<file path="config.mk">
export PLATFORM = sky130hd
export DESIGN_NAME = sample_decimator
export DESIGN_NICKNAME = d
export VERILOG_FILES = /design/src/rtl/sample_decimator_pkg.sv /design/src/rtl/decim_accumulator.sv /design/src/rtl/sample_decimator.sv
export SDC_FILE = /design/constraint.sdc
export NUM_CORES = 1
export LEC_CHECK = 0
export ABC_AREA = 1
export CELL_PAD_IN_SITES_DETAIL_PLACEMENT = 1
export CELL_PAD_IN_SITES_GLOBAL_PLACEMENT = 2
export CORE_MARGIN = 8
export CORE_UTILIZATION = 28
export DETAILED_ROUTE_END_ITERATION = 7
export MAX_ROUTING_LAYER = met4
export PLACE_DENSITY_LB_ADDON = 0.1
export SYNTH_ARGS = -nofsm -noshare
export SYNTH_HDL_FRONTEND = slang
export SYNTH_HIERARCHICAL = 1
export SYNTH_SLANG_ARGS = --single-unit
</file>
<file path="constraint.sdc">
create_clock -name clk -period 2.4 [get_ports clk]
set_clock_uncertainty 0.1 [all_clocks]
set_input_delay 0.48 -clock clk [delete_from_list [all_inputs] [get_ports clk]]
set_output_delay 0.48 -clock clk [all_outputs]
set_load 0.01 [all_outputs]
</file>
<file path="src/rtl/sample_decimator_pkg.sv">
// Shared constants, encodings and helpers for the sample decimator.
package sample_decimator_pkg;

    localparam int DEC_SAMPLE_W = 16;
    localparam int DEC_MAX_LOG2 = 7;
    localparam int DEC_ACC_W    = DEC_SAMPLE_W + DEC_MAX_LOG2;

    localparam logic MODE_AVG = 1'b0;
    localparam logic MODE_SUB = 1'b1;

    typedef enum logic {
        DEC_IDLE  = 1'b0,
        DEC_ACCUM = 1'b1
    } dec_state_e;

    // Ratios beyond what the accumulator can hold are pinned to the maximum.
    function automatic logic [2:0] clamp_ratio(input logic [2:0] r, input int max_log2);
        if (int'(r) > max_log2) begin
            return 3'(max_log2);
        end
        return r;
    endfunction

endpackage

</file>
<file path="src/rtl/decim_accumulator.sv">
// Group accumulator: running sum and sample count with terminal-count compare.
module decim_accumulator
    import sample_decimator_pkg::*;
#(
    parameter int SAMPLE_W = DEC_SAMPLE_W,
    parameter int MAX_LOG2 = DEC_MAX_LOG2
) (
    input  logic                                 clk,
    input  logic                                 reset,
    input  logic                                 accept_i,
    input  logic signed [SAMPLE_W-1:0]           sample_i,
    input  logic [2:0]                           ratio_i,
    output logic signed [SAMPLE_W+MAX_LOG2-1:0]  sum_o,
    output logic                                 last_o
);

    localparam int ACC_W = SAMPLE_W + MAX_LOG2;
    localparam int CNT_W = (MAX_LOG2 > 0) ? MAX_LOG2 : 1;

    logic signed [ACC_W-1:0] acc_q, acc_d;
    logic        [CNT_W-1:0] cnt_q, cnt_d;
    logic signed [ACC_W-1:0] sample_ext;
    logic        [CNT_W-1:0] term_cnt;

    always_comb begin
        sample_ext = {{(ACC_W-SAMPLE_W){sample_i[SAMPLE_W-1]}}, sample_i};
        sum_o      = acc_q + sample_ext;
        // N-1 as a mask of ratio_i low ones; zero when the ratio is 0.
        term_cnt   = ~({CNT_W{1'b1}} << ratio_i);
        last_o     = (cnt_q == term_cnt);

        acc_d = acc_q;
        cnt_d = cnt_q;
        if (accept_i) begin
            if (last_o) begin
                acc_d = '0;
                cnt_d = '0;
            end else begin
                acc_d = sum_o;
                cnt_d = cnt_q + CNT_W'(1);
            end
        end
    end

    always_ff @(posedge clk) begin
        if (!reset) begin
            acc_q <= '0;
            cnt_q <= '0;
        end else begin
            acc_q <= acc_d;
            cnt_q <= cnt_d;
        end
    end

endmodule

</file>
<file path="src/rtl/sample_decimator.sv">
// Sample-rate decimator by 2^ratio_sel, boxcar average or last-of-group subsample.
//   state     | meaning
//   DEC_IDLE  | no partial group; ratio_sel/mode are live
//   DEC_ACCUM | group in progress; latched ratio/mode in use
module sample_decimator
    import sample_decimator_pkg::*;
#(
    parameter int SAMPLE_W = DEC_SAMPLE_W,
    parameter int MAX_LOG2 = DEC_MAX_LOG2
) (
    input  logic                       clk,
    input  logic                       reset,
    input  logic                       new_sample_in,
    input  logic signed [SAMPLE_W-1:0] sample_in,
    input  logic [2:0]                 ratio_sel,
    input  logic                       mode,
    input  logic                       hold,
    output logic                       new_sample_out,
    output logic signed [SAMPLE_W-1:0] sample_out,
    output logic                       busy,
    output logic [2:0]                 active_ratio
);

    localparam int ACC_W = SAMPLE_W + MAX_LOG2;

    dec_state_e              state_q, state_d;
    logic [2:0]              ratio_q, ratio_d;
    logic                    mode_q, mode_d;
    logic                    strobe_q, strobe_d;
    logic signed [SAMPLE_W-1:0] out_q, out_d;

    logic                    accept;
    logic [2:0]              eff_ratio;
    logic                    eff_mode;
    logic signed [ACC_W-1:0] acc_sum;
    logic                    acc_last;

    decim_accumulator #(
        .SAMPLE_W (SAMPLE_W),
        .MAX_LOG2 (MAX_LOG2)
    ) u_acc (
        .clk      (clk),
        .reset    (reset),
        .accept_i (accept),
        .sample_i (sample_in),
        .ratio_i  (eff_ratio),
        .sum_o    (acc_sum),
        .last_o   (acc_last)
    );

    always_comb begin
        accept    = new_sample_in && !hold;
        eff_ratio = (state_q == DEC_IDLE) ? clamp_ratio(ratio_sel, MAX_LOG2) : ratio_q;
        eff_mode  = (state_q == DEC_IDLE) ? mode : mode_q;

        state_d  = state_q;
        ratio_d  = ratio_q;
        mode_d   = mode_q;
        strobe_d = 1'b0;
        out_d    = out_q;

        if (accept) begin
            if (state_q == DEC_IDLE) begin
                ratio_d = eff_ratio;
                mode_d  = eff_mode;
            end
            if (acc_last) begin
                strobe_d = 1'b1;
                state_d  = DEC_IDLE;
                // Arithmetic shift floors the mean; the result always fits SAMPLE_W.
                out_d    = (eff_mode == MODE_AVG) ? SAMPLE_W'(acc_sum >>> eff_ratio) : sample_in;
            end else begin
                state_d  = DEC_ACCUM;
            end
        end
    end

    always_ff @(posedge clk) begin
        if (!reset) begin
            state_q  <= DEC_IDLE;
            ratio_q  <= '0;
            mode_q   <= MODE_AVG;
            strobe_q <= 1'b0;
            out_q    <= '0;
        end else begin
            state_q  <= state_d;
            ratio_q  <= ratio_d;
            mode_q   <= mode_d;
            strobe_q <= strobe_d;
            out_q    <= out_d;
        end
    end

    assign new_sample_out = strobe_q;
    assign sample_out     = out_q;
    assign busy           = (state_q == DEC_ACCUM);
    assign active_ratio   = ratio_q;

endmodule

</file>
== Word-level counts from Yosys, hierarchy flattened ==
Index checks and enable logic that the tools add are counted.
Word-level totals
  bits in registers: 52
Cells by class
  $add $sub $neg: 2
  equal/unequal tests: 1
  shift-type cells: 2
  mux-type cells: 7
  bitwise operators: 2
  reduce and logical (&&, ||, !) cells: 5
Operators by type and width (count)
  adder 23 x 16 -> 23 bit: 1
  two-way mux 23 bit: 1
  >>> shifter 23 x 3 -> 16 bit: 1
  two-way mux 16 bit: 1
  adder 7 x 1 -> 7 bit (second input constant): 1
  == test 7 bit: 1
  two-way mux 7 bit: 1
  NOT 7 bit: 1
  left shift 7 x 3 -> 7 bit (first input constant): 1
  AND reduction 2 bit: 3
  two-way mux 1 bit: 3
  two-way mux 3 bit: 1
  logical AND 1 bit: 1
  logical NOT 1 bit: 1
  NOT 1 bit: 1

== Depth between registers and ports, before layout ==
Gate-level depths: netlist of run 1.
  depth after elaboration: 5
  depth in mapped cells: 20
  mapped depth without buffers: 20

== Hierarchy ==
The synthesis of run 1 kept the hierarchy.
By module, submodules not included
  decim_accumulator: instances 1, cells each 516, area an instance 2959.1 um^2, sequential area each 600.6 um^2
  sample_decimator: instances 1, cells each 312, area an instance 1810.5 um^2, sequential area each 440.4 um^2

== Worst setup path before layout of run 1 ==
No wires, ideal clock.
  path type: input to register
  start point: in sample_in[0]
  end point: reg out_q[12], in the netlist sample_out[12]
  data arrival time: 2.183 ns
  data required time: 2.188 ns
  path slack: 0.005 ns
  stages: 19
  cell sequence: ha_1 inv_1 fa_1 inv_1 nand3_1 nand3_1 nand2_1 nand2_1 nand2_1 nand3_1 nand2_1 inv_1 nand3_1 nand3_1 nand2_1 nand2_1 nand3_1 nand2_1 nand2_1
On the way
  cells in the longest elaborated chain, start to end: 3
Ends and longest elaborated chain
  from (decl): RTL line sample_decimator.sv:14  | input logic signed [SAMPLE_W-1:0] sample_in,
  adder 23 x 16 -> 23 bit: RTL line decim_accumulator.sv:27  | sum_o = acc_q + sample_ext;
  via acc_sum[12]: RTL line sample_decimator.sv:35  | logic signed [ACC_W-1:0] acc_sum;
  >>> shifter 23 x 3 -> 16 bit: RTL line sample_decimator.sv:71  | out_d = (eff_mode == MODE_AVG) ? SAMPLE_W'(acc_sum >>> eff_ratio) : sample_in;
  two-way mux 16 bit: RTL line sample_decimator.sv:71
  to (signal assigned): RTL line sample_decimator.sv:90  | out_q <= out_d;
  to (decl): RTL line sample_decimator.sv:30  | logic signed [SAMPLE_W-1:0] out_q, out_d;
The timed path passes the listed nets, and every way through them passes these cells.
A chain may end at the register's enable or synchronous reset.

== Worst setup path after layout of run 1 ==
  start point: in sample_in[15]
  end point: reg out_q[13], in the netlist sample_out[13]
The elaborated chain is that of the path after synthesis.

==> out/results.tsv, run 1 <==
stage	metric	value	unit
critical_path	crit_start	sample_in[15]	
finish	fin_area	7543	sq um
critical_path	crit_chain	buf_2 -> buf_12 -> ha_4 -> buf_4 -> nand2_2 -> inv_2 -> nand2_2 -> nor2_2 -> nand3b_1 -> nand3_1 -> nand2_1 -> and2_4 -> inv_2 -> nand2_2 -> nand2_2 -> nand2_2 -> nand3_2 -> nand3_2 -> nand2_2 -> nand2_1	
logic_synthesis	syn_area_per_cell	5.760	sq um
logic_synthesis	synth_area	4770	sq um
critical_path	endpoint_kind	flop	
finish	final_common_cell	nand2_1	
hold_path	worstHoldPathType	reg2reg	
floorplanning	start_util	28.66	%
clock_tree	numCtsBuffers	5	
clock_tree	root_buffer	clkbuf_16	
placement	gp_congestion	0.8587	
clock_tree	cts_tree	done	
timing	final_hold_viol_count	0	
clock_tree	hold_buffers	0	
pwr	p_per_area	485.1	nW/um^2
floorplanning	die_x	146.5	um
global_routing	grt-ovfl-total	0	
floorplanning	dieArea	21470	sq um
logic_synthesis	synth-warning-count	6	
routing	wl_per_cell	18.06	um
job	cap_violations	0	
critical_path	path_max_fanout	7	
pwr	ir_drop	294.7	uV
clock_tree	cts.clk_slew.worst_paths	0.08	ns
critical_path	critPathTopFamily	simple AND/OR/NAND/NOR gates	
placement	port_buffers	44	
logic_synthesis	seq_area_frac_synth	21.83	%
finish	fin_nets	1029	
critical_path	worstPathRequired	2.50	ns
critical_path	critPathSlowestCell	ha_4	
placement	placed_cell_area	6206	sq um
timing	rsz0062_at_grt	yes	
routing	wl	21.71	mm
critical_path	crit_buf_inv	5	
routing	vias	5795	
floorplanning	core	16640	sq um
critical_path	timing.rr.end	sample_out[10]	
critical_path	r2r_setup_slack	0	ns
placement	dp_cells	1177	
logic_synthesis	synth.net_count	876	
critical_path	worst_path_largest_cell_delay	0.27	ns
run_status	violations	negative setup slack	
critical_path	cp.depth	20	
routing	dr.pass1.iters	4	
finish	layout-drive-gt1-share	41.04	%
clock_tree	clock_latency	0.31	ns
finish	area.growth.synth_to_final	58.16	%
finish	layout_common_cells	215 x nand2_1, 121 x buf_4, 108 x inv_1	
finish	final_cells	1202	
global_routing	grt_pass1_vias	6289	
global_routing	grt_pass1_wl	34.16	mm
timing	drv_slew	0	
critical_path	start_kind	input port	
placement	dp_hpwl	16.70	mm
clock_tree	htree_levels	2	
timing	period_share	100.9	%
finish	diodes	0	
routing	viasPerCell	4.821	
clock_tree	cts_sinks	52	
critical_path	path_common_cell	nand2_2	
global_routing	grtUsageTotal	20.45	%
timing	relSlewSlack	56.47	%
logic_synthesis	synth_seq_cells	52	
floorplanning	num_rows	47	
critical_path	arrival	2.52	ns
logic_synthesis	syn_inst	828	
clock_tree	cts.path.max_buffers	2	
timing	setup_viol	1	
timing	fmax	412.8	MHz
critical_path	crit_end	sample_out[13]	
critical_path	reg2reg_depth	16	
global_routing	grt_antenna_before_repair	0	
timing	fin_setup_tns	-0.02255	ns
floorplanning	die_h	146.5	um
critical_path	crit_type	in2reg	
run_status	status	complete, but fails checks	
global_routing	grt_max_degree	25	
routing	drtIter0Drc	251	
routing	drc	0	
floorplanning	io_pins	45	
critical_path	worstReg2RegStart	u_acc/acc_q[0]	
timing	worst_slew_pin_slew	0.6513	ns
timing	setup_ws	-0.02255	ns
timing	min_period	2.423	ns
pwr	leakage	0.003683	uW
routing	ant_nets	0	
logic_synthesis	netlist-cell-type-count	33	
## where the power goes
group,internal [uW],total [uW],switching [uW]
sequential,903,941,37.4
combinational,757,1790,1030
clock,552,931,380
## per-layer routing
| metal | GRT usage (%) | routed length [um] | up-vias |
|---|---|---|---|
| met2 | 34.93 | 10750 | 47 |
| li1 | - | - | 2922 |
| met3 | 2.070 | 416 | 11 |
| met1 | 25.97 | 10350 | 2815 |
| met5 | - | 0 | - |
| met4 | 3.297 | 193 | 0 |
## cell type report
type,count,area [sq um]
fillers,2111,9099
flip-flops and latches,52,1047
well taps,220,275.3
clock buffers,7,152.6
repair buffers,172,1420
clock inverters,1,30.03
multi-input cells,618,4113
inverters,132,505.5
## cell usage after synthesis
cell type / n / area, sq um
a211oi_1: 1 / 7.510
a21oi_1: 47 / 235.2
a21oi_2: 12 / 105.1
a21oi_4: 1 / 16.27
and2_1: 6 / 37.54
buf_2: 10 / 50.05
buf_4: 2 / 15.01
buf_6: 6 / 67.56
clkbuf_1: 8 / 30.03
clkinv_1: 1 / 3.750
dfxtp_1: 52 / 1041
fa_1: 1 / 20.02
ha_1: 23 / 287.8
inv_1: 128 / 480.5
inv_2: 3 / 11.26
nand2_1: 273 / 1025
nand2_2: 10 / 62.56
nand2_4: 1 / 11.26
nand3_1: 137 / 685.7
nand3_2: 6 / 60.06
nand3b_1: 2 / 15.01
nand4_1: 7 / 43.79
nor2_1: 49 / 183.9
nor2_2: 3 / 18.77
nor3_1: 3 / 15.01
o21ai_0: 19 / 95.09
o21ai_1: 2 / 10.01
o21ai_2: 1 / 8.760
o21ai_4: 1 / 16.27
o21bai_1: 1 / 7.510
or2_1: 1 / 6.260
xnor2_1: 3 / 26.28
xor2_1: 8 / 70.07
## per-stage QoR
stage | total power (uW) | setup slack, ns | utilization, % | hold WS (ns)
after global routing | 3874 | -0.1395 | 45.33 | 0.3928
after CTS | 3504 | -0.06115 | 42.46 | 0.3680
after detailed placement | 2353 | -0.9522 | 37.29 | 0.3562
final | 3659 | -0.02255 | 45.33 | 0.3663
after floorplan | 1722 | 0.005274 | - | 0.3292
after global placement | 2329 | -0.9497 | 37.29 | 0.3353
## worst min path at each step
stage	slack (ns)	start	depth (start not counted)	to
floorplan	0.33	mode_q	2	mode_q
global placement	0.34	sample_out[5]	2	sample_out[5]
detailed placement	0.36	mode_q	2	mode_q
CTS	0.37	mode_q	2	mode_q
global route	0.39	sample_out[3]	2	sample_out[3]
finish	0.37	mode_q	2	mode_q
## state kept, by name, summed over array words and instances (netlist names)
register and cells:
busy 1, mode_q 1, u_acc/acc_q 23, new_sample_out 1, sample_out 16, active_ratio 3, u_acc/cnt_q 7
## repair_timing
item | 4_1_cts | 5_1_grt
endpoints found under the setup margin | 31 | 17
setup buffers | 8 | 9
pin swaps | 48 | 56
resized for setup | 178 | 129
## logic make-up after synthesis
family                     after synthesis  synth area share, %
AOI/OAI and AO/OA                       85                10.52
DFF                                     52                21.83
xor gates and xnor gates                11                2.020
buffers and inverters                  158                13.80
and+or+nand+nor                        498                45.38
adders and majority gates               24                6.453
## worst min-delay path: stages (launching register included)
cell	delay (ns)
dfxtp_1	0.30
inv_1	0.06
a21oi_1	0.06
Note: power is estimated with default switching activity, not from simulation.
==> run 2, diff against run 1 <==
Settings changed: CTS_BUF_LIST from default to sky130_fd_sc_hd__clkbuf_8.
==> out/results.tsv, run 2 (synthesized netlist as in run 1, its figures left out) <==
stage	metric	value	unit
finish	layout_common_cells	223 x nand2_1, 116 x buf_4, 108 x inv_1	
timing	setup_ws	-0.05312	ns
hold_path	whs_endpoint	sample_out[5]	
critical_path	worstReg2RegStart	u_acc/acc_q[0]	
clock_tree	root_buffer	clkbuf_8	
timing	min_period	2.453	ns
clock_tree	clock_latency	0.33	ns
global_routing	grt_antenna_before_repair	0	
timing	drv_slew	0	
timing	final_hold_viol_count	0	
placement	dp_hpwl	16.70	mm
clock_tree	hold_buffers	0	
critical_path	crit_buf_inv	5	
run_status	violations	negative setup slack	
floorplanning	io_pins	45	
clock_tree	cts.clk_slew.worst_paths	0.12	ns
placement	dp_cells	1177	
floorplanning	dieArea	21470	sq um
routing	drc	0	
clock_tree	cts_sinks	52	
finish	final_common_cell	nand2_1	
critical_path	reg2reg_depth	19	
timing	fin_setup_tns	-0.09695	ns
placement	pre_cts_slack	-0.9522	ns
critical_path	worstPathRequired	2.53	ns
global_routing	grt-ovfl-total	0	
critical_path	timing.rr.end	sample_out[13]	
timing	rsz0062_at_grt	yes	
routing	wl_per_cell	17.98	um
finish	final_cells	1198	
timing	worst_slew_pin_slew	0.6081	ns
pwr	ir_drop	243.1	uV
finish	largest_reg_flops	23	
global_routing	grtUsageTotal	20.46	%
finish	area.growth.synth_to_final	55.30	%
critical_path	arrival	2.58	ns
floorplanning	core	16640	sq um
finish	fin_nets	1025	
global_routing	grt_pass1_vias	6268	
critical_path	crit_type	in2reg	
finish	top_register	u_acc/acc_q	
routing	wl	21.55	mm
placement	gp_congestion	0.8587	
clock_tree	htree_levels	2	
timing	fmax	407.6	MHz
critical_path	critPathTopFamily	simple AND/OR/NAND/NOR gates	
critical_path	crit_chain	clkdlybuf4s15_2 -> ha_4 -> inv_2 -> fa_2 -> inv_2 -> nand3_2 -> nand3_2 -> buf_6 -> nand3b_1 -> nand3_1 -> nand2_1 -> and2_4 -> inv_2 -> nand2_2 -> nand2_2 -> nand2_2 -> nand3_2 -> nand3_2 -> nand2_2 -> nand2_1	
finish	layout-drive-gt1-share	38.34	%
timing	timing.hold.ws	0.3725	ns
floorplanning	start_util	28.66	%
timing	setup_viol	3	
critical_path	start_kind	input port	
critical_path	critPathSlowestCell	fa_2	
clock_tree	cts.path.max_buffers	2	
pwr	p_total	3427	uW
finish	ff_latch_area	1044	sq um
finish	multi_input_area	4046	sq um
hold_path	worstHoldPathType	reg2reg	
finish	fillers	2133	
floorplanning	die_x	146.5	um
clock_tree	cts_tree	done	
finish	diodes	0	
clock_tree	numCtsBuffers	5	
timing	relSlewSlack	59.36	%
placement	port_buffers	44	
critical_path	worst_path_largest_cell_delay	0.35	ns
floorplanning	num_rows	47	
routing	drtIter0Drc	253	
routing	ant_nets	0	
hold_path	whs_path_depth	2	
run_status	status	complete, but fails checks	
routing	vias	5760	
timing	period_share	102.2	%
hold_path	worstHoldStart	sample_out[5]	
global_routing	grt_pass1_wl	34.10	mm
global_routing	grt_max_degree	25	
pwr	p_per_area	462.7	nW/um^2
job	cap_violations	0	
critical_path	endpoint_kind	flop	
critical_path	r2r_setup_slack	-0.04	ns
routing	viasPerCell	4.808	
pwr	leakage	0.003625	uW
routing	dr.pass1.iters	4	
floorplanning	die_h	146.5	um
critical_path	path_max_fanout	3	
[run 2: layout make-up]
class                           instances  area share [%]
Clock buffer                            7           1.301
Tap cell                              220           3.716
Inverter                              132           6.757
Timing Repair Buffer                  168           19.10
Multi-Input combinational cell        618           54.63
Clock inverter                          1          0.4054
Sequential cell                        52           14.09
[run 2: how the worst max path moves through the flow]
stage,from,to,slack [ns],cells past startpoint
2_1_floorplan,sample_in[0],sample_out[12],0.005,19
3_3_place_gp,sample_in[0],sample_out[7],-0.95,16
3_5_place_dp,sample_in[15],sample_out[14],-0.95,18
4_1_cts,u_acc/acc_q[0],sample_out[13],-0.07,19
5_1_grt,u_acc/acc_q[0],sample_out[13],-0.17,19
6_report,sample_in[0],sample_out[13],-0.05,20
[run 2: worst min-delay path, cell delays in order, from the launching register on]
cell	delay [ns]
dfxtp_1	0.33
nand2_1	0.06
nand2_1	0.05
[run 2: power by group]
group          leakage [uW]  total [uW]  internal (uW)  switching [uW]
logic               0.00314        1760            749            1010
clock network     0.0000645         729            370             359
registers          0.000424         940            903            37.1
[run 2: metrics by stage]
stage                     utilization (%)  cell area [sq um]
final                               44.51               7407
after global routing                44.51               7407
after CTS                           42.06               6999
after detailed placement            37.29               6206
after global placement              37.29               6206
after floorplan                         -               4770
[run 2: timing repair]
| item | 4_1_cts | 5_1_grt |
|---|---|---|
| gates resized for setup | 154 | 113 |
| endpoints found under the setup margin | 27 | 16 |
| pin swaps | 43 | 43 |
| setup buffers | 8 | 5 |
[run 2: metal layers]
layer	wire length [um]	global-route usage (%)
met4	252	3.606
met5	0	-
met2	10660	34.58
met3	519	2.163
met1	10110	26.11
